<file path="src/rtl/axichacha_pkg.sv">
// Shared constants for the AXI-Stream to ChaCha block path.
package axichacha_pkg;

    localparam int CHACHA_BLOCK_WORDS = 16;
    localparam int CHACHA_WORD_W      = 32;
    localparam int CHACHA_BLOCK_W     = CHACHA_WORD_W * CHACHA_BLOCK_WORDS;

    // Assembly buffer state: FILL collects words, DONE waits for the output register.
    typedef enum logic {
        ASM_FILL = 1'b0,
        ASM_DONE = 1'b1
    } asm_state_t;

endpackage

</file>
<file path="src/rtl/axis_block_packer.sv">
// Packs a stream of WORD_W words into BLOCK_WORDS-word blocks.
// A tlast word closes the block early and the unfilled slots read as zero.
//
// Handshakes:
//   Input:  a word transfers on a rising edge where s00_axis_tvalid && s00_axis_tready.
//   Output: a block transfers on a rising edge where m00_blk_valid && m00_blk_ready.
//           While m00_blk_valid && !m00_blk_ready, every m00_blk_* output holds.
//
// The assembly buffer and the output register form a two-deep pipeline.
// A finished block moves into the output register whenever that register is
// empty or being drained, so one word per cycle is sustained while the consumer
// accepts every cycle.
module axis_block_packer
    import axichacha_pkg::*;
#(
    parameter  int WORD_W      = CHACHA_WORD_W,
    parameter  int BLOCK_WORDS = CHACHA_BLOCK_WORDS,
    localparam int CNT_W       = $clog2(BLOCK_WORDS) + 1,
    localparam int BLK_W       = WORD_W * BLOCK_WORDS
) (
    input  logic              s00_axis_aclk,
    input  logic              s00_axis_aresetn,
    input  logic [WORD_W-1:0] s00_axis_tdata,
    input  logic              s00_axis_tvalid,
    input  logic              s00_axis_tlast,
    output logic              s00_axis_tready,
    output logic [BLK_W-1:0]  m00_blk_data,
    output logic [CNT_W-1:0]  m00_blk_words,
    output logic              m00_blk_last,
    output logic              m00_blk_valid,
    input  logic              m00_blk_ready
);

    asm_state_t         r_state;
    asm_state_t         w_state_nxt;
    logic [BLK_W-1:0]   r_asm_data;
    logic [BLK_W-1:0]   w_asm_data_nxt;
    logic [CNT_W-1:0]   r_asm_cnt;
    logic [CNT_W-1:0]   w_asm_cnt_nxt;
    logic               r_asm_last;
    logic               w_asm_last_nxt;

    logic [BLK_W-1:0]   r_out_data;
    logic [CNT_W-1:0]   r_out_words;
    logic               r_out_last;
    logic               r_out_valid;

    logic               w_out_free;
    logic               w_move;
    logic               w_accept;
    logic [CNT_W-1:0]   w_slot;
    logic [BLK_W-1:0]   w_masked;

    // The output register can take a block when it is empty or being drained now.
    assign w_out_free = !r_out_valid || m00_blk_ready;
    assign w_move     = (r_state == ASM_DONE) && w_out_free;

    // Held low during reset; in DONE the input only proceeds when the block moves out.
    assign s00_axis_tready = s00_axis_aresetn && ((r_state == ASM_FILL) || w_out_free);
    assign w_accept        = s00_axis_tvalid && s00_axis_tready;

    // A word accepted alongside a move starts the fresh buffer at slot 0.
    assign w_slot = w_move ? '0 : r_asm_cnt;

    // Assembly next state: clear on move, then write the accepted word.
    always_comb begin
        w_state_nxt    = r_state;
        w_asm_data_nxt = r_asm_data;
        w_asm_cnt_nxt  = r_asm_cnt;
        w_asm_last_nxt = r_asm_last;
        if (w_move) begin
            w_state_nxt    = ASM_FILL;
            w_asm_cnt_nxt  = '0;
            w_asm_last_nxt = 1'b0;
        end
        if (w_accept) begin
            for (int k = 0; k < BLOCK_WORDS; k++) begin
                if (w_slot == CNT_W'(k)) begin
                    w_asm_data_nxt[k*WORD_W +: WORD_W] = s00_axis_tdata;
                end
            end
            w_asm_cnt_nxt  = w_slot + CNT_W'(1);
            w_asm_last_nxt = s00_axis_tlast;
            if (s00_axis_tlast || (w_slot == CNT_W'(BLOCK_WORDS - 1))) begin
                w_state_nxt = ASM_DONE;
            end
        end
    end

    // Slots at or beyond the fill count are zeroed so stale words never leave.
    always_comb begin
        w_masked = '0;
        for (int k = 0; k < BLOCK_WORDS; k++) begin
            if (CNT_W'(k) < r_asm_cnt) begin
                w_masked[k*WORD_W +: WORD_W] = r_asm_data[k*WORD_W +: WORD_W];
            end
        end
    end

    // Assembly buffer registers.
    always_ff @(posedge s00_axis_aclk or negedge s00_axis_aresetn) begin
        if (!s00_axis_aresetn) begin
            r_state    <= ASM_FILL;
            r_asm_data <= '0;
            r_asm_cnt  <= '0;
            r_asm_last <= 1'b0;
        end else begin
            r_state    <= w_state_nxt;
            r_asm_data <= w_asm_data_nxt;
            r_asm_cnt  <= w_asm_cnt_nxt;
            r_asm_last <= w_asm_last_nxt;
        end
    end

    // Output register: load on move, otherwise drop valid once the block is taken.
    always_ff @(posedge s00_axis_aclk or negedge s00_axis_aresetn) begin
        if (!s00_axis_aresetn) begin
            r_out_data  <= '0;
            r_out_words <= '0;
            r_out_last  <= 1'b0;
            r_out_valid <= 1'b0;
        end else if (w_move) begin
            r_out_data  <= w_masked;
            r_out_words <= r_asm_cnt;
            r_out_last  <= r_asm_last;
            r_out_valid <= 1'b1;
        end else if (m00_blk_ready) begin
            r_out_valid <= 1'b0;
        end
    end

    assign m00_blk_data  = r_out_data;
    assign m00_blk_words = r_out_words;
    assign m00_blk_last  = r_out_last;
    assign m00_blk_valid = r_out_valid;

endmodule

</file>
<file path="config.mk">
export PLATFORM = sky130hd
export DESIGN_NAME = axis_block_packer
export DESIGN_NICKNAME = d
export VERILOG_FILES = /design/src/rtl/axichacha_pkg.sv /design/src/rtl/axis_block_packer.sv
export SDC_FILE = /design/constraint.sdc
export NUM_CORES = 2
export LEC_CHECK = 0
export BUFFER_PORTS_ARGS = -buffer_cell sky130_fd_sc_hd__buf_2
export CORE_UTILIZATION = 55
export DETAILED_ROUTE_END_ITERATION = 8
export PLACE_DENSITY = 0.84
export SYNTH_ARGS = -nofsm -noshare
export SYNTH_HDL_FRONTEND = slang
export SYNTH_SLANG_ARGS = --single-unit
</file>
<file path="constraint.sdc">
create_clock -name s00_axis_aclk -period 4.86 [get_ports s00_axis_aclk]
set_clock_uncertainty 0.15 [all_clocks]
set_input_delay 0.243 -clock s00_axis_aclk [delete_from_list [all_inputs] [get_ports s00_axis_aclk]]
set_output_delay 0.243 -clock s00_axis_aclk [all_outputs]
set_load 0.005 [all_outputs]
</file>
==> Yosys cells after proc, flatten, opt, wreduce, memory -nomap -nowiden <==
Index checks and enable logic that the tools add are counted.
{ "op_classes": {"n_eq_ne": 15, "bitwise": 1, "n_reduce_logical": 26, "muxes": 25, "add_sub_neg": 1, "order_cmp": 16} }
{ "ops": {"columns": ["operator", "count"], "rows": [
  ["2-to-1 mux 32 bit", 16],
  ["equality test 5 x 4 -> 1 bit (second input constant)", 8],
  ["< comparator 4 x 5 -> 1 bit (first input constant)", 8],
  ["AND reduction 2 bit", 16],
  ["equality test 5 x 3 -> 1 bit (second input constant)", 4],
  ["< comparator 3 x 5 -> 1 bit (first input constant)", 4],
  ["equality test 5 x 2 -> 1 bit (second input constant)", 2],
  ["< comparator 1 x 5 -> 1 bit (first input constant)", 2],
  ["< comparator 2 x 5 -> 1 bit (first input constant)", 2],
  ["2-to-1 mux 5 bit", 2],
  ["2-to-1 mux 1 bit", 7],
  ["adder 5 x 1 -> 5 bit (second input constant)", 1],
  ["equality test 5 x 1 -> 1 bit (second input constant)", 1],
  ["logical NOT 5 bit", 1],
  ["nonzero test 2 bit", 2],
  ["logical AND 1 bit", 3],
  ["logical OR 1 bit", 3],
  ["logical NOT 1 bit", 1],
  ["NOT 1 bit", 1]
]} }
{ "word_totals": {"ff_bits": 1038, "wordCells": 107, "out_inout_bits": 520} }

==> Depth between registers and ports, before layout <==
{ "logic_depth": {"depth_word": 8, "ltp_mapped": 12, "mapped_depth_nobuf": 9} }

==> Least setup slack after synthesis <==
OpenSTA, ideal clock, no wires.
{ "synth_path": {"kind": "register to register", "startpoint": "register r_state", "endpoint": "register r_asm_data[353]", "path_stages_with_launch": 12, "setup_time_ps": 125, "path_slack_ps": 1972, "arrival_time_ps": 2613, "synth_period_minus_slack_ps": 2888, "cell_sequence": "dfrtp_1 -> buf_2 -> nand2_1 -> buf_2 -> buf_2 -> nand2_1 -> inv_1 -> ha_1 -> nand4_1 -> nor4_4 -> buf_4 -> mux2_2"} }
{ "synth_between": {"elab_chain_len": 5} }
{ "synth_lines": {"columns": ["item", "line_no", "source"], "rows": [
  ["start, declared", "axis_block_packer.sv:34", "asm_state_t r_state;"],
  ["start signal, assigned", "axis_block_packer.sv:108", "r_state <= w_state_nxt;"],
  ["branches (longest 4 deep; another with 2-to-1 mux 5 bit)", null, null],
  ["AND reduction 2 bit (no source line) *", null, null],
  ["end signal, assigned", "axis_block_packer.sv:109", "r_asm_data <= w_asm_data_nxt;"],
  ["end, declared", "axis_block_packer.sv:36", "logic [BLK_W-1:0] r_asm_data;"]
]} }
Every way passes the cells marked *.
A chain may end at the register's enable or synchronous reset.

==> Worst setup path after layout <==
{ "layout_path": {"startpoint": "input m00_blk_ready", "endpoint": "register r_asm_data[422]"} }
{ "layout_between": {"elab_chain_len": 5} }
{ "layout_lines": {"columns": ["item", "line_no", "source"], "rows": [
  ["start, declared", "axis_block_packer.sv:31", "input logic m00_blk_ready"],
  ["logical OR 1 bit *", "axis_block_packer.sv:55", "assign w_out_free = !r_out_valid || m00_blk_ready;"],
  ["logical AND 1 bit / logical OR 1 bit (equally long branches)", "axis_block_packer.sv:56, axis_block_packer.sv:59", null],
  ["2-to-1 mux 5 bit / logical AND 1 bit (equally long branches)", null, null],
  ["equality test 5 x 4 -> 1 bit / logical AND 1 bit (equally long branches)", "axis_block_packer.sv:78, axis_block_packer.sv:60", null],
  ["AND reduction 2 bit (no source line) *", null, null]
]} }
Every way passes the cells marked *; elsewhere a longest branch is shown, timed or not.

==> metrics.txt <==
#FFs+latches synth 1038; Final min period 3381 ps; post-route ant nets 0; clk sinks 1038; Clock Tree Buf Depth 3; Leak 23.67 nW; Synth Area in Compound Gates 7.220%; Nets 3675; # setup viols final 0; largest net degree at the start of global routing 245; final period utilization 69.58%; vias 27573; mux cell area share after synthesis 14.67%; vias in the first global route 27754; Non-Filler Instances 4656; Yosys warning total 0; register area share after synthesis 66.00%; post-synthesis simple-gate area fraction 9.226%; sink of the worst hold path r_asm_data[28]; Crit-path slowest cell nand2_2; wire length per cell 24.45 µm; Die W 269.5 µm; post-synthesis async set-or-reset flop share 100.0%; io pins 557; critical path data required time 5240 ps; CP peak stage delay 740 ps; critical path class primary input to flop; multi-input logic area 12480 µm²; htree depth 3; Adder-Cell Fraction of Synth Area 0.1590%; initial antenna violation count 6; Hold Path Depth 2; synthesized area 39360 µm²; Worst setup SP type primary input; peak supply drop 0.0003408 V; Num CTS Buffers 102; max-slew violations 0; Vias per Instance 5.922; synthesized area per cell 12.40 µm²; I/O Buffers 556; Worst Max-Slew Pin Slew 1299 ps; CP Cell Sequence dlygate4sd3_1 > buf_2 > nand2b_1 > nand2_4 > nand2_1 > inv_1 > ha_1 > nand3_1 > nor3_1 > nand2_2 > mux2_2; dominant cell type by area after synthesis dfrtp_1; num rows 97; worst-case reg-to-reg path depth 9; EDFF count, synth 0; placed inst area 42780 µm²; fmax 295.7 MHz; drt pass-1 iters 6; fin area 46380 µm²; Die Area 72630 µm²; CP max FO 32; FF/Latch Area 25980 µm²; Yosys cell types 39; post-CTS setup buffers 0; GR Overflow Total 0; XOR/XNOR Fraction of Synth Area 0.06676%; drt total wl 113900 µm; combinational family with the most area after synthesis multiplexers; Cell Pwr Density 505.1 nW/µm²; Inst Count DP 4462; reg2reg end r_asm_data[422]; Chip Height 269.5 µm; Hold WC Path Type primary input to flop; reg2reg setup slack 1490 ps; unrepaired setup endpoints after global routing false; top post-synthesis cells by area dfrtp_1 66%, mux2_2 14%, nand2_1 7.7%, o21ai_0 4.1%, a22o_1 2.8%; share of layout cells above drive strength 1 34.55%; count of cells resized by post-cts repair 0; CTS Root Cell clkbuf_16; # diodes 0; Main synth FF type dfrtp_1; Post-route DRC 0; Mapped Cells 3174; Reg-to-Reg Start m00_blk_valid; starting density of the core 55.91%; Hold Vio Cnt, Final 0; relative slew slack 13.41%; Max Cap Violations 0; Setup TNS 0 ps; core footprint 70390 µm²; CTS tree done; Clk Latency, worst-skew pair 650 ps; Worst-path clk slew 60 ps; Detailed Place HPWL 67510 µm; 1st-iter DRT viols 3012; GRT Util Overall 31.39%; status finished, final reports clean; Worst Setup End Kind flop; first-pass GRT wire length 172600 µm; Synth Net Count 3216; cts hold-fix bufs 7; Syn-to-layout area delta 17.84%; Worst Hold Launch s00_axis_tdata[28]; # fillers 4942; routability cong. 0.8405; top-area cell type share of the netlist area 66.00%; Data arrival, critical path 3760 ps
-- registers in the layout, indices dropped and copies added (netlist names) --
name	count
r_asm_cnt	5
m00_blk_last	1
m00_blk_data	512
m00_blk_words	5
r_asm_last	1
m00_blk_valid	1
r_state	1
r_asm_data	512
-- logic make-up (layout without fill, tap and decap cells) --
kind of cell | Yosys count | count (layout)
xor+xnor | 3 | 3
fa+ha+maj | 5 | 5
simple gates | 906 | 906
flops | 1038 | 1038
compound gates | 466 | 466
buf+inv | 243 | 785
mux | 513 | 513
-- worst max path at each step --
| stage | from | slack [ps] | cells past startpoint | to |
|---|---|---|---|---|
| 2_1_floorplan | r_state | 1970 | 11 | r_asm_data[353] |
| 3_3_place_gp | m00_blk_ready | 1530 | 10 | r_asm_data[417] |
| 3_5_place_dp | m00_blk_ready | 1460 | 10 | r_asm_data[422] |
| 4_1_cts | m00_blk_valid | 1490 | 9 | r_asm_data[431] |
| 5_1_grt | m00_blk_valid | 1280 | 9 | r_asm_data[434] |
| 6_report | m00_blk_ready | 1480 | 11 | r_asm_data[422] |
-- placed cells by master, fill, tap and decap left out, drive strengths merged, types with 5 or more instances in the layout --
master and instances:
a21oi 12, dfrtp 1038, clkinv 20, nor3 5, nand2 803, clkbuf 145, nand3 67, o21ai 323
dlygate4sd3 7, inv 10, a22o 128, nor2 6, bufinv 11, ha 5, buf 589, mux2 512
-- power by group --
| part | total [mW] | internal, mW | switching, mW |
|---|---|---|---|
| Sequential | 11.6 | 10.5 | 1.12 |
| Combinational | 3.60 | 1.76 | 1.83 |
| Clock | 8.22 | 4.80 | 3.42 |
-- metal layers --
metal,track usage (%),wire length [µm]
met4,16.01,6042
met3,6.448,9532
met1,41.94,44520
met5,0,0
met2,49.06,53770
-- critical path, delay by kind of cell --
kind                     cells  cell delay [ps]
AND/OR/NAND/NOR              6             1910
multiplexers                 1              540
buffers and inverters        3              840
adder cells (fa/ha/maj)      1              150
-- cells in the mapped netlist, types with 3 or more instances --
| master | number |
|---|---|
| buf_4 | 12 |
| ha_1 | 5 |
| buf_6 | 7 |
| nand2_1 | 803 |
| mux2_2 | 494 |
| nand2b_1 | 3 |
| dfrtp_1 | 1038 |
| clkbuf_1 | 171 |
| nor2b_1 | 3 |
| or2_2 | 3 |
| and2_1 | 4 |
| mux2_1 | 18 |
| buf_2 | 28 |
| nor3_1 | 3 |
| nor2_1 | 6 |
| o21ai_0 | 323 |
| a22o_1 | 128 |
| nand3_1 | 67 |
| a21oi_1 | 10 |
| buf_1 | 23 |
-- through the flow --
stage	power (mW)	hold WS, ps	util, %	worst slack (ps)
after CTS	23.48	50.97	65.89	1492
after detailed placement	15.24	-52.10	60.78	1465
after global placement	14.95	-50.29	60.78	1533
after floorplan	13.54	-202.6	-	1972
final	23.42	93.00	65.89	1479
after global routing	24.35	60.61	65.89	1277
-- layout make-up --
type,count,area share (%)
flip-flops and latches,1038,56.01
multi-input cells,1893,26.91
repair buffers,596,6.923
clock buffers,145,6.283
well taps,940,2.536
clock inverters,42,1.319
inverters,2,0.01619
No activity file was read; power rests on OpenSTA's default activity.
